<file path="config.mk">
export PLATFORM = sky130hd
export DESIGN_NAME = cmp_debounce
export DESIGN_NICKNAME = d
export VERILOG_FILES = /design/src/rtl/cmp_debounce.sv
export SDC_FILE = /design/constraint.sdc
export NUM_CORES = 1
export LEC_CHECK = 0
export BUFFER_PORTS_ARGS = -buffer_cell sky130_fd_sc_hd__buf_2
export CORE_MARGIN = 8
export CORE_UTILIZATION = 48
export CTS_BUF_LIST = sky130_fd_sc_hd__clkbuf_8
export DETAILED_ROUTE_END_ITERATION = 6
export PLACE_DENSITY = 0.73
export SLEW_MARGIN = 20
export SYNTH_ARGS = -nofsm -noshare
export SYNTH_HDL_FRONTEND = slang
export SYNTH_SLANG_ARGS = --single-unit
</file>
<file path="constraint.sdc">
create_clock -name clk -period 2.6 [get_ports clk]
set_clock_uncertainty 0.15 [all_clocks]
set_input_delay 0.39 -clock clk [delete_from_list [all_inputs] [get_ports clk]]
set_output_delay 0.39 -clock clk [all_outputs]
set_load 0.02 [all_outputs]
</file>
<file path="src/rtl/cmp_debounce.sv">
// cmp_debounce
// Debounces the output of a magnitude comparator (AeqB / AgtB) into a stable
// "A above B" level. A change of state needs N consecutive qualifying valid
// samples. EQ counts as "above" once the block is ABOVE, which gives
// hysteresis around the A == B point. The block reports one-cycle rise/fall
// pulses, a saturating count of rise events, and a sticky error flag for the
// impossible comparator code (AeqB & AgtB).
//
// Handshake: in_valid qualifies AeqB/AgtB in the same cycle. There is no
// back-pressure, so every cycle with in_valid=1 is consumed on that rising
// edge. Cycles with in_valid=0 are ignored: all state holds and rise/fall
// read 0.
//
// All outputs are registered. rise/fall appear in the cycle after the edge
// that samples the Nth qualifying sample, together with the change of above.
// The FSM state and run counter are exported on state_dbg / run_dbg so that
// checkers can observe them.
module cmp_debounce #(
   parameter int N  = 4,   // consecutive samples needed to change state (1..255)
   parameter int CW = 8    // width of the rise event counter
) (
   input  logic          clk,
   input  logic          rst_n,
   input  logic          in_valid,
   input  logic          AeqB,
   input  logic          AgtB,
   input  logic          clr_cnt,
   output logic          above,
   output logic          rise,
   output logic          fall,
   output logic [CW-1:0] evt_cnt,
   output logic          err,
   output logic [1:0]    state_dbg,
   output logic [7:0]    run_dbg
);

   typedef enum logic [1:0] {
      S_BELOW     = 2'd0,
      S_RISE_PEND = 2'd1,
      S_ABOVE     = 2'd2,
      S_FALL_PEND = 2'd3
   } state_e;

   localparam logic [7:0]    N_L     = 8'(N);
   localparam logic [CW-1:0] CNT_MAX = {CW{1'b1}};

   state_e          state_q,   state_d;
   logic [7:0]      run_q,     run_d;
   logic            above_q,   above_d;
   logic            rise_q,    rise_d;
   logic            fall_q,    fall_d;
   logic [CW-1:0]   evt_cnt_q, evt_cnt_d;
   logic            err_q,     err_d;

   logic            s_gt, s_lt, s_bad;
   logic [7:0]      run_inc;
   logic            was_low, now_high, was_high, now_low;

   // Sample classification. EQ is simply "neither GT, LT nor BAD".
   assign s_gt    = AgtB & ~AeqB;
   assign s_lt    = ~AeqB & ~AgtB;
   assign s_bad   = AeqB & AgtB;
   assign run_inc = run_q + 8'd1;

   // Next-state logic: debounce FSM, edge pulses, event counter, error flag.
   always_comb begin
      state_d   = state_q;
      run_d     = run_q;
      err_d     = err_q;
      evt_cnt_d = evt_cnt_q;

      if (in_valid) begin
         if (s_bad) begin
            // The illegal code is flagged and otherwise ignored, so a glitchy
            // comparator cannot break or extend a run in progress.
            err_d = 1'b1;
         end else begin
            case (state_q)
               S_BELOW: begin
                  if (s_gt) begin
                     run_d   = 8'd1;
                     state_d = (N_L == 8'd1) ? S_ABOVE : S_RISE_PEND;
                  end else begin
                     run_d = 8'd0;
                  end
               end
               S_RISE_PEND: begin
                  if (s_gt) begin
                     run_d = run_inc;
                     if (run_inc == N_L) state_d = S_ABOVE;
                  end else begin
                     state_d = S_BELOW;
                     run_d   = 8'd0;
                  end
               end
               S_ABOVE: begin
                  // EQ keeps the block above; only a strict LT starts a fall.
                  if (s_lt) begin
                     run_d   = 8'd1;
                     state_d = (N_L == 8'd1) ? S_BELOW : S_FALL_PEND;
                  end else begin
                     run_d = 8'd0;
                  end
               end
               S_FALL_PEND: begin
                  if (s_lt) begin
                     run_d = run_inc;
                     if (run_inc == N_L) state_d = S_BELOW;
                  end else begin
                     state_d = S_ABOVE;
                     run_d   = 8'd0;
                  end
               end
               default: begin
                  state_d = S_BELOW;
                  run_d   = 8'd0;
               end
            endcase
         end
      end

      // Edges are the crossings of the above/below boundary. Aborted pends
      // (RISE_PEND->BELOW, FALL_PEND->ABOVE) do not change the level.
      was_low  = (state_q == S_BELOW) || (state_q == S_RISE_PEND);
      was_high = (state_q == S_ABOVE) || (state_q == S_FALL_PEND);
      now_high = (state_d == S_ABOVE) || (state_d == S_FALL_PEND);
      now_low  = (state_d == S_BELOW) || (state_d == S_RISE_PEND);

      rise_d  = was_low  & now_high;
      fall_d  = was_high & now_low;
      above_d = now_high;

      // Clear beats a same-cycle increment; the rise pulse is unaffected.
      if (clr_cnt) begin
         evt_cnt_d = '0;
      end else if (rise_d && (evt_cnt_q != CNT_MAX)) begin
         evt_cnt_d = evt_cnt_q + CW'(1);
      end
   end

   // State and output registers with asynchronous clear.
   always_ff @(posedge clk or negedge rst_n) begin
      if (!rst_n) begin
         state_q   <= S_BELOW;
         run_q     <= 8'd0;
         above_q   <= 1'b0;
         rise_q    <= 1'b0;
         fall_q    <= 1'b0;
         evt_cnt_q <= '0;
         err_q     <= 1'b0;
      end else begin
         state_q   <= state_d;
         run_q     <= run_d;
         above_q   <= above_d;
         rise_q    <= rise_d;
         fall_q    <= fall_d;
         evt_cnt_q <= evt_cnt_d;
         err_q     <= err_d;
      end
   end

   assign above     = above_q;
   assign rise      = rise_q;
   assign fall      = fall_q;
   assign evt_cnt   = evt_cnt_q;
   assign err       = err_q;
   assign state_dbg = state_q;
   assign run_dbg   = run_q;

endmodule

</file>
==> flow_summary.json, run 1 <==
{
  "fin_crit_ns": 2.196,
  "die_y_um": 65.55,
  "crit_arrival_ns": 2.24,
  "synthTopCellsByArea": "dfrtp_1 (47%), nor4b_4 (4.0%), a21oi_1 (3.4%), nand3_1 (3.4%), nand2_1 (2.9%)",
  "core_area_um2": 2410,
  "finalMaxSlewViolations": 0,
  "cts_made_buffers": 3,
  "status": "finished, final reports clean",
  "cp-end-kind": "flip-flop",
  "synth_top_flop_cell": "dfrtp_1",
  "setup_viol": 0,
  "wl_met2_um": 1328,
  "root_buffer": "clkbuf_8",
  "drive_gt1_frac": 0.3071,
  "hold_depth": 2,
  "grt.overflow.total": 0,
  "cts_tree": "done",
  "wire_per_inst_um": 15.28,
  "clkLatencyLatePin_ns": 0.26,
  "h-tree-depth": 1,
  "required_ns": 2.64,
  "fillers": 215,
  "synth_cells": 112,
  "grt_usage": 0.1269,
  "dp_hpwl_um": 1967,
  "vias_per_cell": 6.000,
  "min_from": "clr_cnt",
  "synthToLayoutAreaGrowth_pct": 17.73,
  "worstHoldEndpoint": "evt_cnt[4]",
  "diodes": 0,
  "drt-initial-drc-count": 46,
  "crit_path_start_kind": "flip-flop",
  "drt_first_pass_iters": 4,
  "synth_area_um2": 1179,
  "io_pins": 28,
  "maxCapViolCount": 0,
  "ys.warnings.count": 0,
  "totalWireLength_um": 2598,
  "setup-tns-final_ns": 0,
  "synth.top_cell.area_share": 0.4671,
  "grt_pass1_wl_um": 4347,
  "reg2regPathDepth": 5,
  "portBuffers": 27,
  "yosys.area.top_type": "dfrtp_1",
  "synthArstFlopShare": 1.000,
  "first_global_vias": 1002,
  "fin_ws_ns": 0.4044,
  "cp_max_fo": 12,
  "synth-seq-cells": 22,
  "wl_met3_um": 152,
  "vias": 1020,
  "rsz0062_at_grt": "no",
  "fin_crit_sh": 0.8445,
  "clock.fmax_mhz": 455.5,
  "synth.distinct_cells": 41,
  "powerDensity_nw_per_um2": 471.6,
  "hold_path.class": "in -> reg",
  "place_ws_ns": 0.4315,
  "top_layer_used": "met4",
  "syn_area_per_cell_um2": 10.52,
  "cts.repair.resized": 0,
  "m1WireLength_um": 1077,
  "drtAntennaViolNets": 0,
  "path_clk_slew_ns": 0.08,
  "antenna_found_initial": 0,
  "fp-row-count": 18,
  "initial_core_util": 0.4891,
  "hold_viol": 0,
  "finalNetCount": 149,
  "peakVddDrop_uv": 345.5,
  "clock_sinks": 22,
  "dieWidth_um": 65.55,
  "criticalPathCategory": "reg -> reg",
  "r2r-end": "evt_cnt[3]",
  "relSlewSlack": 0.6689,
  "worst_pin_slew_ns": 0.4966,
  "cts_max_path_buffers": 2,
  "synth_nets": 120,
  "fin_util": 0.5758,
  "worst-r2r-setup-slack_ns": 0.40,
  "leakage_uw": 0.0006718,
  "r2r-start": "run_dbg[0]",
  "drc": 0,
  "synthMostInstantiatedCell": "dfrtp_1",
  "synth_edf_count": 0,
  "ys_top_cells_by_count": "dfrtp_1 (22), nand2_1 (9), a21oi_1 (8), nand3_1 (8), o21ai_0 (6)",
  "grt_max_degree": 23,
  "seq_area_frac_synth": 0.4671,
  "gp_congestion": 0.7847,
  "die-area_um2": 4297
}
==> per-layer routing <==
metal  up-vias  global-route usage
li1        488                   -
met1       497              0.1365
met2        30              0.2288
met3         5             0.02721
met4         0             0.06267
met5         -                   0
==> where the power goes <==
group | leakage (uW) | switching, uW | internal [uW]
clock network | 0.0000288 | 108 | 135
registers | 0.000300 | 7.23 | 347
logic | 0.000343 | 34.8 | 22.0
total | 0.000672 | 150 | 504
==> registers in the layout, summed over array words and instances (netlist names) <==
signal     cells
evt_cnt        8
run_dbg        8
state_dbg      2
above          1
err            1
fall           1
rise           1
==> cell type report <==
cell class | count | area (um2) | share of cell area
clock buffers | 4 | 55.05 | 0.03968
inverters | 2 | 7.507 | 0.005410
multi-input cells | 83 | 584.3 | 0.4211
flip-flops and latches | 22 | 550.5 | 0.3968
well taps | 30 | 37.54 | 0.02705
repair buffers | 29 | 152.6 | 0.1100
==> per-stage QoR <==
stage	power, uW	hold WS [ns]	instances	cell area (um2)
3_3_place_gp	416.1	0.2342	165	1323
6_report	654.4	0.2372	170	1388
2_1_floorplan	395.9	-0.05559	112	1179
4_1_cts	666.4	0.2336	170	1388
5_1_grt	682.6	0.2550	170	1388
3_5_place_dp	418.1	0.2391	165	1323
==> what timing repair did <==
action	4_1_cts	5_1_grt
hold buffers	1	0
endpoints found under the setup margin	0	0
endpoints found under the hold margin	22	0
setup buffers	0	0
==> critical path: stages, from the launching register on <==
cell and delay [ns]:
dfrtp_1 0.42, ha_1 0.23, nor4b_4 0.27, nand4_2 0.30, or4_1 0.59, a21oi_1 0.16
==> worst max-delay path by stage <==
stage          cells past startpoint          to  startpoint
2_1_floorplan                      6  evt_cnt[5]  run_dbg[0]
3_3_place_gp                       5  evt_cnt[5]  run_dbg[0]
3_5_place_dp                       5  evt_cnt[3]  run_dbg[0]
4_1_cts                            5  evt_cnt[3]  run_dbg[0]
5_1_grt                            5  evt_cnt[4]  run_dbg[0]
6_report                           5  evt_cnt[3]  run_dbg[0]
==> cell families (layout without fill, tap and decap cells) <==
logic type	count (synthesis)	count (layout)	synth area share
multiplexers	2	2	0.01911
XOR/XNOR	1	1	0.007432
AO/OA/AOI/OAI	33	33	0.1879
flip-flops	22	22	0.4671
AND/OR/NAND/NOR	45	45	0.2601
adder cells (fa/ha/maj)	2	2	0.02123
buffers and inverters	7	35	0.03715
==> cell usage in the layout (no fill, tap or decap), types with 2 or more instances in the layout <==
cell type | synthesis | routed
nand3_1 | 8 | 8
nor3b_1 | 4 | 4
or3_2 | 2 | 2
a21oi_1 | 8 | 8
mux2_2 | 2 | 2
buf_2 | 0 | 27
o21ai_0 | 6 | 6
ha_1 | 2 | 2
and3_1 | 3 | 3
nand2_1 | 9 | 9
a41oi_1 | 2 | 2
a21o_1 | 2 | 2
clkbuf_8 | 1 | 4
nor2b_1 | 2 | 2
o31ai_1 | 3 | 3
nor2_1 | 2 | 2
inv_1 | 2 | 2
nor4b_4 | 2 | 2
a31oi_1 | 3 | 3
dfrtp_1 | 22 | 22
nor3_1 | 3 | 3
or4_1 | 3 | 3
No activity file was read; power rests on OpenSTA's default activity.
==> run 2, diff against run 1 <==
- ABC_AREA: unset -> 1
- PLACE_DENSITY: 0.73 -> 0.75
- clock period: 2.6 -> 1.9 ns (I/O delays scaled with it)
==> run 2 against run 1 <==
  * Routed wire length up 27%
  * Register-to-register slack lost 0.45 ns
  * Synthesized area rose by 9.7%
  * Combinational power rose to 2.9 times the previous value
  * Hold slack lost 0.046 ns
  * Largest power group unchanged
  * The run now ends with negative setup slack left
  * Final area grew 22%
  * Critical path depth rose by 6
  * Highest routed layer unchanged
  * Critical path type unchanged
  * Maximum frequency rose by 13%
==> flow_summary.json, run 2 <==
{
  "peakVddDrop_uv": 440.5,
  "dp_hpwl_um": 2299,
  "use_met1": 0.1430,
  "vias": 1277,
  "synthToLayoutAreaGrowth_pct": 31.46,
  "drtAntennaViolNets": 0,
  "clkLatencyLatePin_ns": 0.26,
  "fillers": 202,
  "yosys.area.top_type": "dfrtp_1",
  "synth_top_family_by_area": "simple AND/OR/NAND/NOR gates",
  "max_stage_delay_ns": 0.42,
  "finalMaxSlewViolations": 0,
  "cp_max_fo": 8,
  "r2r-end": "evt_cnt[5]",
  "fin_crit_sh": 1.023,
  "synth.top_cell.area_share": 0.4259,
  "maxCapViolCount": 0,
  "first_global_vias": 1165,
  "synth_cells": 163,
  "status": "finished, violations left",
  "ys_top_cells_by_count": "nand2_1 (34), dfrtp_1 (22), nand3_1 (22)",
  "synth_top_flop_cell": "dfrtp_1",
  "root_buffer": "clkbuf_8",
  "required_ns": 1.90,
  "synthAdderAreaFrac": 0.01936,
  "synthMostInstantiatedCell": "nand2_1",
  "hold_depth": 3,
  "synth_area_um2": 1292,
  "grt.overflow.total": 0,
  "drive_gt1_frac": 0.3561,
  "synth_compound_area_frac": 0.09487,
  "synth_nets": 171,
  "drt_first_pass_iters": 4,
  "drc": 0,
  "die-area_um2": 4609,
  "finalNetCount": 214,
  "h-tree-depth": 1,
  "cts_max_path_buffers": 2,
  "crit_arrival_ns": 1.95,
  "cts_made_buffers": 3,
  "cp-end-kind": "flip-flop",
  "r2r-start": "run_dbg[1]",
  "synthTopCellsByArea": "dfrtp_1 (43%), nand2_1 (9.9%), nand3_1 (8.5%), nor2_1 (6.1%), inv_1 (5.5%)",
  "path_clk_slew_ns": 0.08,
  "relSlewSlack": 0.6720,
  "vias_per_cell": 5.411,
  "fin_ws_ns": -0.04447,
  "grt_pass1_wl_um": 4692,
  "synthArstFlopShare": 1.000,
  "dieWidth_um": 67.89,
  "core_area_um2": 2663,
  "cts_tree": "done",
  "final_common_cell": "nand2_1",
  "met3_usage": 0.02128,
  "use_met2": 0.2391,
  "yosys-mux-area-fraction": 0,
  "worst-r2r-setup-slack_ns": -0.04,
  "synth_xor_area_frac": 0.04743,
  "clock.fmax_mhz": 514.3,
  "worstHoldEndpoint": "fall",
  "place_ws_ns": 0.003041,
  "powerDensity_nw_per_um2": 593.7,
  "rsz0062_at_grt": "yes",
  "busiest_layer": "met2",
  "fp-row-count": 19,
  "cpMostUsedCell": "nand2_1",
  "min_from": "in_valid",
  "diodes": 0,
  "reg2regPathDepth": 11,
  "antenna_found_initial": 0,
  "finish.instance_area_um2": 1699,
  "wire_per_inst_um": 14.02,
  "worst_pin_slew_ns": 0.4920,
  "synth-seq-cells": 22,
  "violations": "negative setup slack",
  "grt_max_degree": 23,
  "synth-simple-area-share": 0.3466,
  "mostFrequentLayoutCells": "nand2_1 (29), buf_2 (27), nand3_1 (19)",
  "portBuffers": 27,
  "hold_viol": 0,
  "ys.warnings.count": 0,
  "fin_util": 0.6382,
  "gp_congestion": 0.8346,
  "clock_sinks": 22,
  "synth_edf_count": 0,
  "path_buf_inv": 1,
  "crit_path_start_kind": "flip-flop",
  "die_y_um": 67.89,
  "fin_crit_ns": 1.944,
  "drt-initial-drc-count": 29,
  "seq_area_frac_synth": 0.4259,
  "syn_area_per_cell_um2": 7.929,
  "initial_core_util": 0.4854,
  "leakage_uw": 0.0008506,
  "setup_viol": 8,
  "criticalPathCategory": "reg -> reg",
  "cp_top_family": "simple AND/OR/NAND/NOR gates",
  "synth.distinct_cells": 29,
  "cp_cell_sequence": "ha_4 > buf_6 > nand4_1 > nor2_4 > nand3_2 > nand2_2 > nand3_4 > nand4_4 > nand2_4 > nand2_1 > nand2_1",
  "place_area_um2": 1491,
  "hold_path.class": "in -> reg",
  "grt_usage": 0.1322,
  "slowest_stage": "dfrtp_2",
  "totalWireLength_um": 3308,
  "io_pins": 28
}
## run 2: cell count changes after synthesis, sizes merged, moves of 4 or more
cell   delta
inv      +17
nand2    +30
a21oi     -7
nand3    +15
xor2      +4
nor2     +23
## run 2: routing by layer
layer  wire length [um]  up-vias
met5                  0        -
met4                 82        0
met3                130        9
met2               1750       37
met1               1345      616
li1                   -      615
## run 2: worst max path at each step
stage	start	to	slack [ns]	cells after the start
final	run_dbg[1]	evt_cnt[5]	-0.04	11
after global routing	run_dbg[4]	evt_cnt[4]	-0.18	11
after CTS	run_dbg[0]	evt_cnt[4]	0.0004	13
after detailed placement	run_dbg[0]	evt_cnt[4]	0.003	13
after global placement	run_dbg[0]	evt_cnt[6]	0.03	13
after floorplan	run_dbg[1]	evt_cnt[0]	0.01	12
## run 2: cells by family after synthesis
kind of cell,count (synthesis)
AOI/OAI and AO/OA,18
and+or+nand+nor,92
buffers and inverters,22
adders and majority gates,2
xor gates and xnor gates,7
DFF,22
## run 2: timing repair
action	in CTS	in global routing
gates resized for setup	0	21
hold buffers	1	0
setup endpoints to repair	0	11
buffers inserted	0	7
endpoints found under the hold margin	22	0
## run 2: power breakdown
group	switching, uW	leakage (uW)	internal (uW)	total, uW
registers	25.5	0.000279	486	512
logic	107	0.000543	58.1	165
clock network	147	0.0000288	185	332
## run 2: stage by stage
step	hold WS [ns]	instances	total power (uW)	setup TNS (ns)
2_1_floorplan	-0.1606	163	607.3	0
3_3_place_gp	0.1190	223	666.5	0
3_5_place_dp	0.1266	223	671.5	0
4_1_cts	0.1729	228	1002	0
5_1_grt	0.1879	236	1060	-1.549
6_report	0.1915	236	1009	-0.3007
## run 2: cell type report
type	instances	area [um2]	area share
inverter	20	75.07	0.04418
sequential	22	555.5	0.3270
clock buffer	4	55.05	0.03240
multi-input combinational	120	743.2	0.4374
timing repair buffer	39	231.5	0.1362
tap	31	38.79	0.02283
## run 2: tightest hold or removal path: cells and delay by family
kind                   cells  cell delay, ns
AND/OR/NAND/NOR            2            0.15
buffers and inverters      1            0.14
